File: src/rtl/spi_responder.sv
// spi_responder: SPI target that shifts WORD_WIDTH-bit frames MSB first, with the SPI pins synchronised into clk_i.
// Latency: pin edge -> internal event 3 clk_i cycles; rx_valid_o/rx_data_o 1 cycle after the last sampling event.
// Backpressure: 1-entry TX buffer gated by tx_ready_o (an empty buffer sends FILL_WORD + underrun_o); no RX backpressure.
// Optional feature: define SPI_RESPONDER_MODE_EN to add cpol_i/cpha_i (SPI modes 0..3); otherwise fixed mode 0.
module spi_responder #(
   parameter int unsigned           WORD_WIDTH = 8,
   parameter logic [WORD_WIDTH-1:0] FILL_WORD  = '1
) (
   input  logic                  clk_i,
   input  logic                  rst_ni,
   input  logic                  sclk_i,
   input  logic                  ss_ni,
   input  logic                  mosi_i,
   output logic                  miso_o,
   output logic                  miso_oe_o,
`ifdef SPI_RESPONDER_MODE_EN
   input  logic                  cpol_i,
   input  logic                  cpha_i,
`endif
   input  logic [WORD_WIDTH-1:0] tx_data_i,
   input  logic                  tx_valid_i,
   output logic                  tx_ready_o,
   output logic [WORD_WIDTH-1:0] rx_data_o,
   output logic                  rx_valid_o,
   output logic                  underrun_o,
   output logic                  busy_o
);

   localparam int unsigned CW = $clog2(WORD_WIDTH);
   localparam logic [CW-1:0] LAST_BIT = CW'(WORD_WIDTH - 1);

   typedef enum logic {IDLE, ACTIVE} state_t;

   state_t                state_q, state_d;
   logic [2:0]            sclk_q, ss_q;
   logic [1:0]            mosi_q;
   logic                  sclk_rise, sclk_fall, ss_fall, ss_rise, mosi_s;
   logic                  sample_ev, shift_ev, hold_first;
   logic                  start, stop, active;
   logic                  do_sample, shift_raw, do_shift, do_load, wr_acc;
   logic [WORD_WIDTH-1:0] tx_buf_q, tx_sh_q, rx_sh_q;
   logic                  buf_full_q, load_pend_q, first_q;
   logic [CW-1:0]         cnt_q;

   // Two-flop synchronisers plus a third flop on sclk/ss for edge detection.
   always_ff @(posedge clk_i or negedge rst_ni) begin
      if (!rst_ni) begin
         sclk_q <= '0;
         ss_q   <= '1;
         mosi_q <= '0;
      end else begin
         sclk_q <= {sclk_q[1:0], sclk_i};
         ss_q   <= {ss_q[1:0], ss_ni};
         mosi_q <= {mosi_q[0], mosi_i};
      end
   end

   assign sclk_rise = sclk_q[1] & ~sclk_q[2];
   assign sclk_fall = ~sclk_q[1] & sclk_q[2];
   assign ss_fall   = ~ss_q[1] & ss_q[2];
   assign ss_rise   = ss_q[1] & ~ss_q[2];
   assign mosi_s    = mosi_q[1];

`ifdef SPI_RESPONDER_MODE_EN
   logic cpol_q, cpha_q;
   logic lead_ev, trail_ev;

   // Mode inputs are tracked only while idle and frozen for the whole selection.
   always_ff @(posedge clk_i or negedge rst_ni) begin
      if (!rst_ni) begin
         cpol_q <= 1'b0;
         cpha_q <= 1'b0;
      end else if (state_q == IDLE) begin
         cpol_q <= cpol_i;
         cpha_q <= cpha_i;
      end
   end

   assign lead_ev    = cpol_q ? sclk_fall : sclk_rise;
   assign trail_ev   = cpol_q ? sclk_rise : sclk_fall;
   assign sample_ev  = cpha_q ? trail_ev : lead_ev;
   assign shift_ev   = cpha_q ? lead_ev : trail_ev;
   // With cpha=1 the MSB is already on MISO, so the first leading edge must not shift.
   assign hold_first = cpha_q;
`else
   assign sample_ev  = sclk_rise;
   assign shift_ev   = sclk_fall;
   assign hold_first = 1'b0;
`endif

   // State register.
   always_ff @(posedge clk_i or negedge rst_ni) begin
      if (!rst_ni) state_q <= IDLE;
      else         state_q <= state_d;
   end

   // Next state: select starts a frame, deselect aborts from any bit position.
   always_comb begin
      state_d = state_q;
      start   = 1'b0;
      stop    = 1'b0;
      case (state_q)
         IDLE:    if (ss_fall) begin state_d = ACTIVE; start = 1'b1; end
         ACTIVE:  if (ss_rise) begin state_d = IDLE;   stop  = 1'b1; end
         default: state_d = IDLE;
      endcase
   end

   // A deselect in the same cycle as an SCLK edge suppresses that edge.
   assign active    = (state_q == ACTIVE) & ~ss_rise;
   assign do_sample = active & sample_ev;
   assign shift_raw = active & shift_ev;
   assign do_shift  = shift_raw & ~(first_q & hold_first);
   assign do_load   = start | (do_shift & load_pend_q);
   // A write is accepted only into an empty buffer; a same-cycle load sees the old (empty) state.
   assign wr_acc    = tx_valid_i & ~buf_full_q;

   // TX buffer and shifter: load on frame start or pending reload, else shift on the shift edge.
   always_ff @(posedge clk_i or negedge rst_ni) begin
      if (!rst_ni) begin
         tx_buf_q   <= '0;
         buf_full_q <= 1'b0;
         tx_sh_q    <= '0;
         underrun_o <= 1'b0;
      end else begin
         underrun_o <= do_load & ~buf_full_q;
         if (do_load & buf_full_q) begin
            buf_full_q <= 1'b0;
         end else if (wr_acc) begin
            buf_full_q <= 1'b1;
            tx_buf_q   <= tx_data_i;
         end
         if (do_load)       tx_sh_q <= buf_full_q ? tx_buf_q : FILL_WORD;
         else if (do_shift) tx_sh_q <= {tx_sh_q[WORD_WIDTH-2:0], 1'b0};
      end
   end

   // RX shifter, bit counter and word-completion bookkeeping.
   always_ff @(posedge clk_i or negedge rst_ni) begin
      if (!rst_ni) begin
         rx_sh_q     <= '0;
         rx_data_o   <= '0;
         rx_valid_o  <= 1'b0;
         cnt_q       <= '0;
         load_pend_q <= 1'b0;
         first_q     <= 1'b0;
      end else begin
         rx_valid_o <= 1'b0;
         if (start | stop) begin
            cnt_q       <= '0;
            load_pend_q <= 1'b0;
            first_q     <= start;
         end else begin
            if (shift_raw) first_q <= 1'b0;
            if (do_shift)  load_pend_q <= 1'b0;
            if (do_sample) begin
               rx_sh_q <= {rx_sh_q[WORD_WIDTH-2:0], mosi_s};
               if (cnt_q == LAST_BIT) begin
                  rx_data_o   <= {rx_sh_q[WORD_WIDTH-2:0], mosi_s};
                  rx_valid_o  <= 1'b1;
                  cnt_q       <= '0;
                  load_pend_q <= 1'b1;
               end else begin
                  cnt_q <= cnt_q + 1'b1;
               end
            end
         end
      end
   end

   assign busy_o     = (state_q == ACTIVE);
   assign miso_oe_o  = busy_o;
   assign miso_o     = busy_o & tx_sh_q[WORD_WIDTH-1];
   assign tx_ready_o = ~buf_full_q;

endmodule

File: config.mk
export PLATFORM = sky130hd
export DESIGN_NAME = spi_responder
export DESIGN_NICKNAME = d
export VERILOG_FILES = /design/src/rtl/spi_responder.sv
export SDC_FILE = /design/constraint.sdc
export NUM_CORES = 1
export LEC_CHECK = 0
export CORE_AREA = 2 2 64 66
export CTS_CLUSTER_DIAMETER = 200
export DETAILED_ROUTE_END_ITERATION = 12
export DIE_AREA = 0 0 66 68
export PLACE_DENSITY = 0.82
export REMOVE_ABC_BUFFERS = 1
export SLEW_MARGIN = 5
export SYNTH_ARGS = -nofsm -noshare
export SYNTH_HDL_FRONTEND = slang
export SYNTH_SLANG_ARGS = --single-unit
File: constraint.sdc
create_clock -name clk_i -period 2.25 [get_ports clk_i]
set_input_delay 0.675 -clock clk_i [delete_from_list [all_inputs] [get_ports clk_i]]
set_output_delay 0.675 -clock clk_i [all_outputs]
set_load 0.005 [all_outputs]
==> results.ini <==
[cells_and_area]
multiInputGateArea_um2 = 719
fin_util_pct = 61.9
mostFrequentLayoutCell = dfrtp_1
drive_above_1_share_pct = 31.4
syn_to_final_growth_pct = 21.2
fillers = 286
num_antenna_cells = 0
fin_nets = 188
regArea_um2 = 1180
layout_common_cells = dfrtp_1, clkdlybuf4s50_1, mux2_2
fin_cells = 222
post-route-cell-area_um2 = 2390

[worst_hold_path]
hold_end = sclk_q[1]$_DFF_PN0_
hold_class = flop to flop
min_from = sclk_q[0]$_DFF_PN0_
hold_depth = 0

[timing]
fin_ws_ns = 0.0683
skew_ns = 0.00640
worst_pin_slew_ns = 0.649
setup_viol = 0
post-route-period-util_pct = 97.0
clock.fmax_mhz = 458
setup_tns_ns = 0
slew_headroom_pct = 56.6
finalHoldViolCount = 0
holdWs_ns = 0.356
grt_setup_unrepaired = no
maxSlewViolCount = 0
finalCriticalPeriod_ns = 2.18

[synth]
synthXorXnorAreaFrac_pct = 0
synth_area_per_cell_um2 = 14.2
async_flop_share_pct = 100
syn-cell-area_um2 = 1970
synth_edf_count = 0
synth_seq_cells = 47
synthAdderAreaFrac_pct = 1.27
synth_compound_area_share_pct = 13.0
synthSimpleGateAreaFrac_pct = 7.63
seq_area_frac_synth_pct = 59.9
synth_top_family_by_area = multiplexers
ys.warnings.count = 0
yosysUniqueCellTypes = 32
synthCells = 139
synthMuxAreaShare_pct = 14.7
synth_ff_type = dfrtp_1

[place]
io_buffer_count = 27
dp.cells = 215
dpl.hpwl_um = 2680
dp_slack_ns = 0.318
placed_cell_area_um2 = 2290
gp_congestion = 0.699

[clocking]
cts.clk_slew.worst_paths_ns = 0.08
clk_path_buf_depth = 2
cts_buffers = 5
cts_tree = built
cts-root-buf = clkbuf_8
clkLatencyLatePin_ns = 0.30
post-cts-setup-buffer-count = 0
cts_hold_buf = 0
numClockSinks = 47
h-tree-depth = 2

[power_and_ir_drop]
power_frac_seq_pct = 55.0
p_comb_share_pct = 21.8
swShare_pct = 27.2
total_power_mw = 2.15
p_int_mw = 1.56
leakage_nw = 1.06
p_per_area_nw_per_um2 = 900
clkPwrFrac_pct = 23.2
switching_power_mw = 0.583
ir_drop_v = 0.000677

[detailed_routing]
num_vias = 1237
wire_per_inst_um = 16.6
drt_iter0_drc = 97
ant_nets = 0
drc = 0
first_pass_iters = 4
viasPerCell = 5.57
wl_um = 3690

[setup_path]
start_kind = flop
critical-path-max-stage-delay_ns = 0.53
required_ns = 1.57
r2r-start = busy_o$_DFF_PN0_
cpMaxStageDelayCell = clkdlybuf4s50_1
endpoint_kind = output pin
critPathMaxFanout = 9
crit_cells = 2
reg2reg_to = tx_sh_q[4]$_DFFE_PN0P_
path_buf_inv = 2
critPathTopFamily = buffers and inverters
critical_path.cell_chain = clkinvlp_4 > clkdlybuf4s50_1
timing_worst_setup_path_type = flop to output pin
reg2reg_depth = 4
critPathArrivalTime_ns = 1.51
rrSetupSlack_ns = 0.42

[global_routing]
grt_usage_pct = 18.9
grt-ovfl-total = 0
grt_pass1_wl_um = 6180
grt_pass1_vias = 1260
antenna_found_initial = 0
grt_max_degree = 48

[status]
outcome = finished, final reports clean

[floorplan]
initial_core_util_pct = 51.0
pin_count = 28
die_w_um = 66
die_y_um = 68
core-area_um2 = 3860
die_area_um2 = 4490
num_rows = 23

[flow_run]
drv_cap = 0

## area by class of cell
type | count | share of cell area (%)
Sequential cell | 47 | 49.4
Multi-Input combinational cell | 79 | 30.2
Timing Repair Buffer | 33 | 13.0
Clock buffer | 6 | 3.46
Tap cell | 50 | 2.62
Inverter | 6 | 1.10
Clock inverter | 1 | 0.210
## registers in the layout, indices dropped and copies added, names as in the netlist
signal,cells
cnt_q,3
busy_o,1
sclk_q,3
tx_sh_q,8
buf_full_q,1
rx_valid_o,1
load_pend_q,1
tx_buf_q,8
rx_sh_q,7
ss_q,3
rx_data_o,8
underrun_o,1
mosi_q,2
## layer usage
metal / track usage [%] / part of all wire, % / vias up
met4: 8.16 / 2.2 / 0
li1: - / - / 580
met1: 23.0 / 42 / 631
met3: 6.91 / 3.5 / 8
met5: 0 / 0 / -
met2: 30.7 / 52 / 18
## Yosys cell counts, types with 2 or more instances
library cell	number	share of area, %
or2_2	7	2.2
clkbuf_1	3	0.57
nor2_1	2	0.38
dfrtp_1	44	56
nor2b_1	3	0.95
buf_6	2	1.1
a211oi_1	7	2.7
a41oi_1	8	3.6
mux2_2	23	13
and3_1	2	0.64
ha_1	2	1.3
mux2_4	2	1.5
dfstp_2	3	4.0
o2bb2ai_1	8	3.6
a21o_1	2	0.76
inv_1	5	0.95
## kinds of logic (layout without fill, tap and decap cells)
group	count (synthesis)	after routing
DFF	47	47
adders and majority gates	2	2
and+or+nand+nor	22	22
buffers and inverters	13	46
AOI/OAI and AO/OA	30	30
muxes	25	25
## power by group through the flow
stage               clock network (mW)  logic (mW)  registers, mW
CTS                              0.511       0.469           1.18
global placement                     0       0.424           1.17
finish                           0.499       0.467           1.18
global route                     0.549       0.514           1.21
detailed placement                   0       0.467           1.19
floorplan                            0       0.304           1.15
## worst max-delay path by stage
stage / start / endpoint / slack (ns)
after floorplan: busy_o$_DFF_PN0_ / cnt_q[1]$_DFFE_PN0P_ / 0.57
after global placement: tx_valid_i / tx_buf_q[3]$_DFFE_PN0P_ / 0.39
after detailed placement: tx_valid_i / tx_buf_q[3]$_DFFE_PN0P_ / 0.32
after CTS: buf_full_q$_DFFE_PN0P_ / tx_ready_o / 0.08
after global routing: buf_full_q$_DFFE_PN0P_ / tx_ready_o / 0.01
final: buf_full_q$_DFFE_PN0P_ / tx_ready_o / 0.07
## worst register-to-register path, stage by stage (launching register included)
cell and delay, ns:
dfrtp_1 0.43, buf_4 0.19, or3b_1 0.54, a211oi_1 0.43, o2bb2ai_1 0.11
## what timing repair did
item	4_1_cts	5_1_grt
hold endpoints to repair	0	0
gates resized for setup	0	1
setup endpoints to repair	0	1
(Power assumes the default switching activity.)
==> patch (same flow settings) <==
Change the parameter `WORD_WIDTH` from 8 to 4.
--- a/src/rtl/spi_responder.sv
+++ b/src/rtl/spi_responder.sv
@@ -3,7 +3,7 @@
 // Backpressure: 1-entry TX buffer gated by tx_ready_o (an empty buffer sends FILL_WORD + underrun_o); no RX backpressure.
 // Optional feature: define SPI_RESPONDER_MODE_EN to add cpol_i/cpha_i (SPI modes 0..3); otherwise fixed mode 0.
 module spi_responder #(
-   parameter int unsigned           WORD_WIDTH = 8,
+   parameter int unsigned           WORD_WIDTH = 4,
    parameter logic [WORD_WIDTH-1:0] FILL_WORD  = '1
 ) (
    input  logic                  clk_i,
Ports: changed (resized rx_data_o and tx_data_i); port bits go from 28 to 20. No check against the original RTL was run, so the function may have changed too.
==> patch against the original RTL <==
- design area is 34% lower
- routed wire length is 42% lower
- area after synthesis is 37% lower
- sequential cell count is 17 lower
- total power is 32% lower
- sequential power is 39% lower
- worst setup slack better by 0.20 ns
- combinational power is 37% lower
==> patch: results (changes against the original RTL) <==
| Metric | Value |
|---|---|
| Maximum vdd drop | 0.4139 mV (was 0.6766 mV) |
| Top cells by count, synth | dfrtp_1, mux2_2, nor2b_1, inv_1, o21ai_0 (was dfrtp_1, mux2_2, a41oi_1, o2bb2ai_1) |
| First-pass GRT wire length | 3663 µm (was 6175 µm) |
| Clk buf depth | 2 (unchanged) |
| Layout cells sized above 1 | 24.58% (was 31.40%) |
| Via density | 4.821 (was 5.572) |
| DP HPWL | 1539 µm (was 2682 µm) |
| Dpl cells | 160 (was 215) |
| Ant. Diodes | 0 (unchanged) |
| Biggest regs | rx_data_o (4), tx_buf_q (4), tx_sh_q (4) (was rx_data_o (8), tx_buf_q (8), tx_sh_q (8)) |
| Post-synthesis sequential area ratio | 60.48% (was 59.95%) |
| Worst hold path class | flop to flop (unchanged) |
| Setup Buffers After CTS | 0 (unchanged) |
| WL final | 2127 µm (was 3692 µm) |
| Adder-Cell Fraction of Synth Area | 1.003% (was 1.271%) |
| Worst Tran Pin Value | 0.4291 ns (was 0.6489 ns) |
| Dpl ws | 0.2449 ns (was 0.3181 ns) |
| Mux cell area share after synthesis | 9.930% (was 14.69%) |
| WL per Instance | 12.66 µm (was 16.63 µm) |
| Post-synth cell types | 27 (was 32) |
| Buffers on Ports | 19 (was 27) |
| Largest net degree at the start of global routing | 31 (was 48) |
| Initial DRC Count | 19 (was 97) |
| CP Data Arrival Time | 1.31 ns (was 1.51 ns) |
| Synth Area in Compound Gates | 12.94% (was 12.97%) |
| RePlAce Congestion | 0.7597 (was 0.6989) |
| Gr usage total | 11.42% (was 18.93%) |
| Status | complete, no violations (unchanged) |
| Worst Path Max Fanout | 7 (was 9) |
| Crit-path max cell delay | 0.50 ns (was 0.53 ns) |
| Clock skew | 0.01069 ns (was 0.006400 ns) |
| Total CTS buffers | 5 (unchanged) |
| Layout net count | 128 (was 188) |
| Leak | 0.7109 nW (was 1.064 nW) |
| Synth area leaders | dfrtp_1, mux2_2, dfstp_2 (unchanged) |
| Syn_area_per_cell | 13.56 µm² (was 14.16 µm²) |
| Vias in the first global route | 833 (was 1260) |
| Top-count cell post-synth | dfrtp_1 (unchanged) |
==> patch: area by class of cell <==
type / count / area (µm²)
timing repair buffer: 21 / 205.2
fill: 387 / 2272
multi-input combinational: 55 / 455.4
sequential: 30 / 754.5
clock inverter: 1 / 5.005
inverter: 4 / 15.01
tap: 50 / 62.56
clock buffer: 7 / 86.33
==> patch: cells by family (layout without fill, tap and decap cells) <==
| family | Yosys count | count (layout) |
|---|---|---|
| flops | 30 | 30 |
| simple gates | 22 | 22 |
| compound gates | 21 | 21 |
| mux | 11 | 11 |
| buf+inv | 7 | 33 |
| fa+ha+maj | 1 | 1 |
==> patch: report_power, final <==
group | internal (mW) | leakage (nW) | switching, mW | total, mW
registers | 0.653 | 0.368 | 0.0703 | 0.723
clock network | 0.246 | 0.0482 | 0.196 | 0.442
logic | 0.183 | 0.295 | 0.112 | 0.295
==> patch: final timing paths <==
kind	startpoint	endpoint	slack, ns	cells after the start
hold reg to reg	sclk_q[0]	sclk_q[1]	0.35	0
min in group asynchronous	rst_ni	tx_sh_q[3]	0.76	2
max in group asynchronous	rst_ni	ss_q[1]	1.17	2
setup reg to reg	ss_q[2]	rx_sh_q[0]	0.66	3
setup / recovery	buf_full_q	tx_ready_o	0.27	2
hold / removal	sclk_q[0]	sclk_q[1]	0.35	0
==> patch: stage by stage <==
step                area, µm²  util [%]
CTS                      1584     41.08
detailed placement       1493     38.71
finish                   1584     41.08
global route             1584     41.08
global placement         1493     38.71
floorplan                1225         -
==> patch: layer usage <==
| layer | track usage [%] | wire length, µm |
|---|---|---|
| met1 | 11.29 | 826 |
| met2 | 19.57 | 1097 |
| met3 | 4.441 | 132 |
| met4 | 8.418 | 71 |
| met5 | 0 | 0 |
